[src/rtl/riscv_pkg.sv]
// Shared load/store encodings and the LSU bus FSM state type.
package riscv_pkg;

    localparam logic [2:0] F3_LB  = 3'b000;
    localparam logic [2:0] F3_LH  = 3'b001;
    localparam logic [2:0] F3_LW  = 3'b010;
    localparam logic [2:0] F3_LBU = 3'b100;
    localparam logic [2:0] F3_LHU = 3'b101;

    localparam logic [2:0] F3_SB  = 3'b000;
    localparam logic [2:0] F3_SH  = 3'b001;
    localparam logic [2:0] F3_SW  = 3'b010;

    typedef enum logic [1:0] {
        IDLE = 2'd0,
        BUSY = 2'd1,
        DONE = 2'd2
    } lsu_state_t;

endpackage

[src/rtl/lsu_format.sv]
// Combinational lane logic: store replication/byte enables, fault detection,
// and load lane extraction with sign/zero extension.
module lsu_format
    import riscv_pkg::*;
(
    input  logic        is_store,
    input  logic [2:0]  funct3,
    input  logic [1:0]  addr_lo,
    input  logic [31:0] st_data,
    input  logic [2:0]  ld_funct3,
    input  logic [1:0]  ld_off,
    input  logic [31:0] rdata,
    output logic [3:0]  be,
    output logic [31:0] wdata,
    output logic        fault,
    output logic [31:0] ld_data
);

    logic [1:0] size;
    logic       illegal;
    logic [7:0] ld_byte;
    logic [15:0] ld_half;

    // size: 0 byte, 1 halfword, 2 word
    always_comb begin
        size    = 2'd0;
        illegal = 1'b0;
        if (is_store) begin
            case (funct3)
                F3_SB:   size = 2'd0;
                F3_SH:   size = 2'd1;
                F3_SW:   size = 2'd2;
                default: illegal = 1'b1;
            endcase
        end else begin
            case (funct3)
                F3_LB, F3_LBU: size = 2'd0;
                F3_LH, F3_LHU: size = 2'd1;
                F3_LW:         size = 2'd2;
                default:       illegal = 1'b1;
            endcase
        end
    end

    assign fault = illegal
                 | ((size == 2'd1) & addr_lo[0])
                 | ((size == 2'd2) & (|addr_lo));

    always_comb begin
        case (size)
            2'd0: begin
                be    = 4'b0001 << addr_lo;
                wdata = {4{st_data[7:0]}};
            end
            2'd1: begin
                be    = 4'b0011 << {addr_lo[1], 1'b0};
                wdata = {2{st_data[15:0]}};
            end
            default: begin
                be    = 4'b1111;
                wdata = st_data;
            end
        endcase
    end

    always_comb begin
        case (ld_off)
            2'd0:    ld_byte = rdata[7:0];
            2'd1:    ld_byte = rdata[15:8];
            2'd2:    ld_byte = rdata[23:16];
            default: ld_byte = rdata[31:24];
        endcase
        ld_half = ld_off[1] ? rdata[31:16] : rdata[15:0];
        case (ld_funct3)
            F3_LB:   ld_data = {{24{ld_byte[7]}}, ld_byte};
            F3_LBU:  ld_data = {24'd0, ld_byte};
            F3_LH:   ld_data = {{16{ld_half[15]}}, ld_half};
            F3_LHU:  ld_data = {16'd0, ld_half};
            default: ld_data = rdata;
        endcase
    end

endmodule

[src/rtl/lsu_bus_if.sv]
// M-stage load/store bus interface: single-outstanding req/ack transaction,
// stalls the pipeline until DONE, aborts with LsuErr after TIMEOUT_CYCLES.
module lsu_bus_if #(
    parameter int TIMEOUT_CYCLES = 255
) (
    input  logic        clk,
    input  logic        reset,
    input  logic        MemWriteM,
    input  logic        MemReadM,
    input  logic [2:0]  funct3M,
    input  logic [31:0] Mem_WrAddr,
    input  logic [31:0] Mem_WrData,
    output logic [31:0] ReadData,
    output logic        StallMem,
    output logic        LsuFaultM,
    output logic        LsuErr,
    output logic        bus_req,
    output logic        bus_we,
    output logic [31:0] bus_addr,
    output logic [31:0] bus_wdata,
    output logic [3:0]  bus_be,
    input  logic        bus_ack,
    input  logic [31:0] bus_rdata
);
    import riscv_pkg::*;

    localparam int CW = $clog2(TIMEOUT_CYCLES + 1);

    lsu_state_t  state_q, state_d;
    logic [CW-1:0] cnt_q, cnt_d;
    logic [29:0] addr_q, addr_d;
    logic        we_q, we_d;
    logic [31:0] wdata_q, wdata_d;
    logic [3:0]  be_q, be_d;
    logic [2:0]  ld_f3_q, ld_f3_d;
    logic [1:0]  ld_off_q, ld_off_d;
    logic [31:0] rdata_q, rdata_d;
    logic        err_q, err_d;

    logic        access;
    logic        fmt_fault;
    logic [3:0]  fmt_be;
    logic [31:0] fmt_wdata;
    logic [31:0] fmt_ld_data;
    logic        term;

    assign access = MemWriteM | MemReadM;

    lsu_format u_format (
        .is_store  (MemWriteM),
        .funct3    (funct3M),
        .addr_lo   (Mem_WrAddr[1:0]),
        .st_data   (Mem_WrData),
        .ld_funct3 (ld_f3_q),
        .ld_off    (ld_off_q),
        .rdata     (bus_rdata),
        .be        (fmt_be),
        .wdata     (fmt_wdata),
        .fault     (fmt_fault),
        .ld_data   (fmt_ld_data)
    );

    // cnt_q counts BUSY cycles already elapsed, so this is the last allowed one
    assign term = (cnt_q == CW'(TIMEOUT_CYCLES - 1));

    always_comb begin
        state_d  = state_q;
        cnt_d    = cnt_q;
        addr_d   = addr_q;
        we_d     = we_q;
        wdata_d  = wdata_q;
        be_d     = be_q;
        ld_f3_d  = ld_f3_q;
        ld_off_d = ld_off_q;
        rdata_d  = rdata_q;
        err_d    = 1'b0;
        case (state_q)
            IDLE: begin
                if (access && !fmt_fault) begin
                    addr_d   = Mem_WrAddr[31:2];
                    we_d     = MemWriteM;
                    wdata_d  = fmt_wdata;
                    be_d     = fmt_be;
                    ld_f3_d  = funct3M;
                    ld_off_d = Mem_WrAddr[1:0];
                    cnt_d    = '0;
                    state_d  = BUSY;
                end
            end
            BUSY: begin
                cnt_d = cnt_q + CW'(1);
                // an ack on the terminal cycle still counts as a normal completion
                if (bus_ack) begin
                    if (!we_q) rdata_d = fmt_ld_data;
                    state_d = DONE;
                end else if (term) begin
                    if (!we_q) rdata_d = 32'd0;
                    err_d   = 1'b1;
                    state_d = DONE;
                end
            end
            DONE:    state_d = IDLE;
            default: state_d = IDLE;
        endcase
    end

    always_ff @(posedge clk or posedge reset) begin
        if (reset) begin
            state_q  <= IDLE;
            cnt_q    <= '0;
            addr_q   <= '0;
            we_q     <= 1'b0;
            wdata_q  <= '0;
            be_q     <= '0;
            ld_f3_q  <= '0;
            ld_off_q <= '0;
            rdata_q  <= '0;
            err_q    <= 1'b0;
        end else begin
            state_q  <= state_d;
            cnt_q    <= cnt_d;
            addr_q   <= addr_d;
            we_q     <= we_d;
            wdata_q  <= wdata_d;
            be_q     <= be_d;
            ld_f3_q  <= ld_f3_d;
            ld_off_q <= ld_off_d;
            rdata_q  <= rdata_d;
            err_q    <= err_d;
        end
    end

    assign bus_req   = (state_q == BUSY);
    assign bus_we    = we_q;
    assign bus_addr  = {addr_q, 2'b00};
    assign bus_wdata = wdata_q;
    assign bus_be    = be_q;
    assign ReadData  = rdata_q;
    assign LsuErr    = err_q;
    assign LsuFaultM = !reset && access && fmt_fault;
    assign StallMem  = !reset && ((state_q == BUSY) ||
                                  ((state_q == IDLE) && access && !fmt_fault));

endmodule

[config.mk]
export PLATFORM = sky130hd
export DESIGN_NAME = lsu_bus_if
export DESIGN_NICKNAME = d
export VERILOG_FILES = /design/src/rtl/riscv_pkg.sv /design/src/rtl/lsu_format.sv /design/src/rtl/lsu_bus_if.sv
export SDC_FILE = /design/constraint.sdc
export NUM_CORES = 1
export LEC_CHECK = 0
export ABC_CLOCK_PERIOD_IN_PS = 5100
export CAP_MARGIN = 10
export CORE_ASPECT_RATIO = 0.8
export CORE_MARGIN = 2
export CORE_UTILIZATION = 45
export DETAILED_ROUTE_END_ITERATION = 8
export PLACE_DENSITY = 0.81
export SYNTH_ARGS = -nofsm -noshare
export SYNTH_HDL_FRONTEND = slang
export SYNTH_HIERARCHICAL = 1
export SYNTH_SLANG_ARGS = --single-unit
[constraint.sdc]
create_clock -name clk -period 5.1 [get_ports clk]
set_input_delay 0.765 -clock clk [delete_from_list [all_inputs] [get_ports clk]]
set_output_delay 0.765 -clock clk [all_outputs]
set_load 0.005 [all_outputs]
==> impl_metrics.json, run 1 <==
{
  "synth.avg_cell_area_sq_um": 12.3,
  "die_y_microns": 105,
  "routedWlPerCell_microns": 18.6,
  "relSlewSlack_pct": 32.1,
  "yosysTopAreaCellShare_pct": 50.2,
  "grt_use_total_pct": 22.9,
  "first_pass_iters": 5,
  "clock_latency_ns": 0.40,
  "syn-instance-count": 465,
  "viasPerCell": 5.50,
  "drtAntennaViolNets": 0,
  "cellPowerDensity_mw_per_mm2": 530,
  "required_ns": 4.34,
  "tightest_slew_ns": 1.02,
  "grt_max_degree": 83,
  "fin_area_sq_mm": 0.00833,
  "initial_utilization_pct": 46.6,
  "cts_tree": "yes",
  "ys_top_cells_by_area": "dfrtp_1, mux2_2, a22o_1",
  "setup_tns_ns": 0,
  "rsz0062_at_grt": "no",
  "cpMostUsedCell": "clkdlybuf4s50_1",
  "critPathCaptureType": "output pin",
  "cp_max_fo": 16,
  "holdWs_ns": 0.498,
  "synth_seq_cells": 115,
  "p_sw_share_pct": 28.0,
  "rows": 36,
  "hold_violations": 0,
  "via_count": 4579,
  "remaining_drc_errors": 0,
  "detail_route.wirelength_mm": 15.5,
  "syn_area_sq_mm": 0.00574,
  "seq_area_frac_synth_pct": 50.2,
  "peakVddDrop_mv": 0.404,
  "min_period_ns": 3.82,
  "status": "completed",
  "clk_path_buf_depth": 2,
  "place_ws_ns": 1.30,
  "nets": 756,
  "cts_buffers": 17,
  "antenna_found_initial": 0,
  "synth-edff-count": 0,
  "cts_max_level": 4,
  "synth-main-ff-cell": "dfrtp_1",
  "p_leak_nw": 3.56,
  "cts_setup_buffers": 0,
  "p_sw_mw": 1.23,
  "place_congestion": 0.916,
  "finClkSkew_ns": 0.00853,
  "combPwrFrac_pct": 36.7,
  "yosysMostFrequentCell": "dfrtp_1",
  "seqPwrFrac_pct": 34.9,
  "yosysUniqueCellTypes": 47,
  "utilization_pct": 67.7,
  "ctsResizeCount": 0,
  "power_frac_clock_pct": 28.4,
  "ff2ff_path_depth": 4,
  "antenna_cells": 0,
  "post-synth-top-area-cell": "dfrtp_1",
  "critical_path_arrival_ns": 3.06,
  "drive_above_1_share_pct": 20.4,
  "io_buffer_count": 206,
  "crit_slowest_cell": "clkdlybuf4s50_1",
  "setup_violations": 0,
  "cts_sinks": 115,
  "max_freq_mhz": 262,
  "setup_slack_ns": 1.28,
  "max_cap_viol_count": 0,
  "dieArea_sq_mm": 0.0137,
  "critPathKind": "in2out",
  "timing.final.crit_share_pct": 75.0,
  "grt_pass1_vias": 4613,
  "grt_first_pass_wirelength_mm": 24.4,
  "ios": 209,
  "p_int_mw": 3.18,
  "synthToLayoutAreaGrowth_pct": 45.2,
  "drtIter0Drc": 251,
  "synth_commonest_cells": "dfrtp_1, mux2_2, a22o_1",
  "start_kind": "input port",
  "crit_path_max_incr_delay_ns": 0.84,
  "die_x_microns": 130,
  "finalMaxSlewViolations": 0,
  "dpl_cell_area_sq_mm": 0.00770,
  "synth-warning-count": 6,
  "overflow": 0,
  "place_hpwl_mm": 11.2,
  "holdPathStages": 1,
  "clockRootBuffer": "clkbuf_16",
  "cts.clk_slew.worst_paths_ns": 0.05,
  "hp-class": "reg2reg",
  "core_sq_mm": 0.0123,
  "postCtsHoldBufs": 0,
  "synth-async-reset-ratio_pct": 100,
  "path_cells": "clkdlybuf4s50_1 -> nor4_1 -> a21oi_1 -> o21ba_2 -> o21bai_1 -> nor2_1 -> clkdlybuf4s50_1"
}
flip-flops by register name (all words and copies together) (netlist names):
signal and count:
bus_be 4, ReadData 32, addr_q 30, LsuErr 1
cnt_q 8, bus_wdata 32, ld_f3_q 3, bus_we 1
state_q 2, ld_off_q 2
power by group through the flow:
stage	clock network [mW]	logic [mW]	registers, mW
after detailed placement	0	1.62	1.55
after CTS	1.27	1.63	1.54
final	1.25	1.62	1.54
after global routing	1.32	1.73	1.59
after global placement	0	1.58	1.53
after floorplan	0	0.754	1.50
worst paths after layout:
path	from	end	slack [ns]
setup / recovery	funct3M[0]	StallMem	1.28
hold / removal	ReadData[21]	ReadData[21]	0.50
setup reg to reg	ld_off_q[1]	ReadData[19]	2.55
hold reg to reg	ReadData[21]	ReadData[21]	0.50
max in group asynchronous	reset	addr_q[4]	2.99
min in group asynchronous	reset	LsuErr	0.75
critical path, delay by kind of cell:
kind,cells,cell delay [ns]
AO/OA/AOI/OAI,3,0.78
buffers and inverters,2,1.30
AND/OR/NAND/NOR,2,0.21
metal layers:
metal	part of all wire (%)	track usage (%)	vias to the layer above	wire length (microns)
met3	8.2	6.61	27	1260
met5	0	0	-	0
met2	48	36.1	198	7470
li1	-	-	2102	-
met1	41	29.8	2252	6350
met4	2.6	9.29	0	401
cells by family after synthesis:
group | Yosys count | share of synthesized area [%]
other | 1 | 0.0654
adders and majority gates | 2 | 0.436
and+or+nand+nor | 72 | 5.98
DFF | 115 | 50.2
muxes | 97 | 21.1
buffers and inverters | 59 | 6.92
AOI/OAI and AO/OA | 119 | 15.4
cell type report:
cell class              count  area [sq um]
clock inverters            10           155
inverters                  15          58.8
well taps                 171           214
clock buffers              21           470
repair buffers            209          2080
fillers                   903          3970
multi-input cells         292          2470
flip-flops and latches    115          2880
stage by stage:
stage / std cells / total power, mW
floorplan: 466 / 2.25
global placement: 802 / 3.11
detailed placement: 802 / 3.17
CTS: 833 / 4.45
global route: 833 / 4.65
finish: 833 / 4.41
cell usage in the layout (no fill, tap or decap), types with 9 or more instances in the layout:
master	n
a21oi_1	12
a22o_1	40
a31oi_1	9
clkbuf_16	17
clkdlybuf4s50_1	206
dfrtp_1	115
inv_1	14
mux2_2	89
nand2_1	21
nand3_1	11
nor2_1	22
o21ai_0	27
Note: power is estimated with default switching activity, not from simulation.
==> run 2, diff against run 1 <==
- ABC_CLOCK_PERIOD_IN_PS: 5100 -> 3200
- CORE_UTILIZATION: 45 -> 41
- PLACE_DENSITY: 0.81 -> 0.77
- clock period: 5.1 -> 3.2 ns (I/O delays scaled with it)
==> impl_metrics.json, run 2 (synthesized netlist as in run 1, its figures left out) <==
{
  "die_x_microns": 136,
  "cellPowerDensity_mw_per_mm2": 824,
  "timing.final.crit_share_pct": 94.5,
  "overflow": 0,
  "postCtsHoldBufs": 0,
  "drtAntennaViolNets": 0,
  "synthToLayoutAreaGrowth_pct": 46.2,
  "setup_tns_ns": 0,
  "nets": 763,
  "via_count": 4604,
  "routedWlPerCell_microns": 18.6,
  "cp-startpoint": "funct3M[2]",
  "grt_first_pass_wirelength_mm": 24.5,
  "first_pass_iters": 6,
  "setup_violations": 0,
  "die_y_microns": 110,
  "antenna_cells": 0,
  "drtIter0Drc": 256,
  "rows": 38,
  "layout_commonest_cell": "clkdlybuf4s50_1",
  "place_congestion": 0.937,
  "clock_latency_ns": 0.40,
  "initial_utilization_pct": 42.2,
  "core_sq_mm": 0.0136,
  "rsz0062_at_grt": "no",
  "start_kind": "input port",
  "clockRootBuffer": "clkbuf_16",
  "io_buffer_count": 206,
  "antenna_found_initial": 0,
  "relSlewSlack_pct": 52.1,
  "setup_slack_ns": 0.175,
  "place_hpwl_mm": 11.4,
  "tightest_slew_ns": 0.719,
  "status": "completed",
  "cts_setup_buffers": 0,
  "ctsResizeCount": 0,
  "grt_use_total_pct": 21.3,
  "cts_buffers": 17,
  "clk_path_buf_depth": 2,
  "critical_path_arrival_ns": 2.54,
  "finalMaxSlewViolations": 0,
  "drive_above_1_share_pct": 21.3,
  "cts_sinks": 115,
  "min_period_ns": 3.02,
  "max_cap_viol_count": 0,
  "viasPerCell": 5.42,
  "grt_pass1_vias": 4609,
  "dieArea_sq_mm": 0.0150,
  "hp-class": "reg2reg",
  "critPathCaptureType": "output pin",
  "peakVddDrop_mv": 0.474,
  "critPathKind": "in2out",
  "place_ws_ns": 0.167,
  "worstReg2RegStart": "ld_off_q[0]",
  "max_freq_mhz": 331,
  "remaining_drc_errors": 0,
  "detail_route.wirelength_mm": 15.8,
  "grt_max_degree": 116,
  "required_ns": 2.72,
  "p_leak_nw": 3.58,
  "final_cell_mix": "clkdlybuf4s50_1, dfrtp_1, mux2_2, a22o_1, o21ai_0",
  "cts_tree": "yes",
  "cts.clk_slew.worst_paths_ns": 0.05,
  "ios": 209,
  "hp-start": "ReadData[20]",
  "finClkSkew_ns": 0.00875,
  "hold_violations": 0,
  "cp_max_fo": 6,
  "cts_max_level": 4
}
run 2: cell type report:
type | instances | area [sq um]
Tap cell | 180 | 225
Fill cell | 1074 | 5210
Clock inverter | 14 | 164
Clock buffer | 18 | 429
Sequential cell | 115 | 2880
Inverter | 15 | 60.1
Timing Repair Buffer | 216 | 2160
Multi-Input combinational cell | 292 | 2470
run 2: power by group:
part / internal (mW) / total (mW) / switching [mW]
logic: 1.69 / 2.61 / 0.917
registers: 2.03 / 2.44 / 0.405
clock network: 1.22 / 1.86 / 0.646
total: 4.94 / 6.91 / 1.97
run 2: path summary, 6_finish.rpt:
kind / end / slack (ns) / depth (start not counted)
max: StallMem / 0.18 / 7
min: ReadData[20] / 0.49 / 1
max reg2reg: ReadData[17] / 0.83 / 4
min reg2reg: ReadData[20] / 0.49 / 1
max in group asynchronous: ReadData[11] / 2.03 / 3
min in group asynchronous: state_q[0] / 0.74 / 3
run 2: stage by stage:
stage	total power, mW	hold WS (ns)	instance area, sq um	std cells	util [%]
after floorplan	3.59	0.457	5740	466	-
after global placement	4.99	0.476	7790	818	57.3
after detailed placement	5.07	0.484	7790	818	57.3
after CTS	6.98	0.499	8390	850	61.7
after global routing	7.33	0.511	8390	850	61.7
final	6.91	0.495	8390	850	61.7
run 2: layer usage:
| metal | up-vias | global-route usage [%] | routed length [microns] |
|---|---|---|---|
| met3 | 34 | 6.59 | 1210 |
| met1 | 2273 | 27.9 | 6630 |
| li1 | 2102 | - | - |
| met5 | - | 0 | 0 |
| met4 | 0 | 8.41 | 413 |
| met2 | 195 | 33.3 | 7520 |
run 2: worst max-delay path: stages:
cell and delay [ns]:
clkdlybuf4s50_1 0.55, a21oi_1 0.11, a21oi_1 0.21, o21ba_2 0.22
o21bai_1 0.41, nor2_1 0.09, clkdlybuf4s50_1 0.46
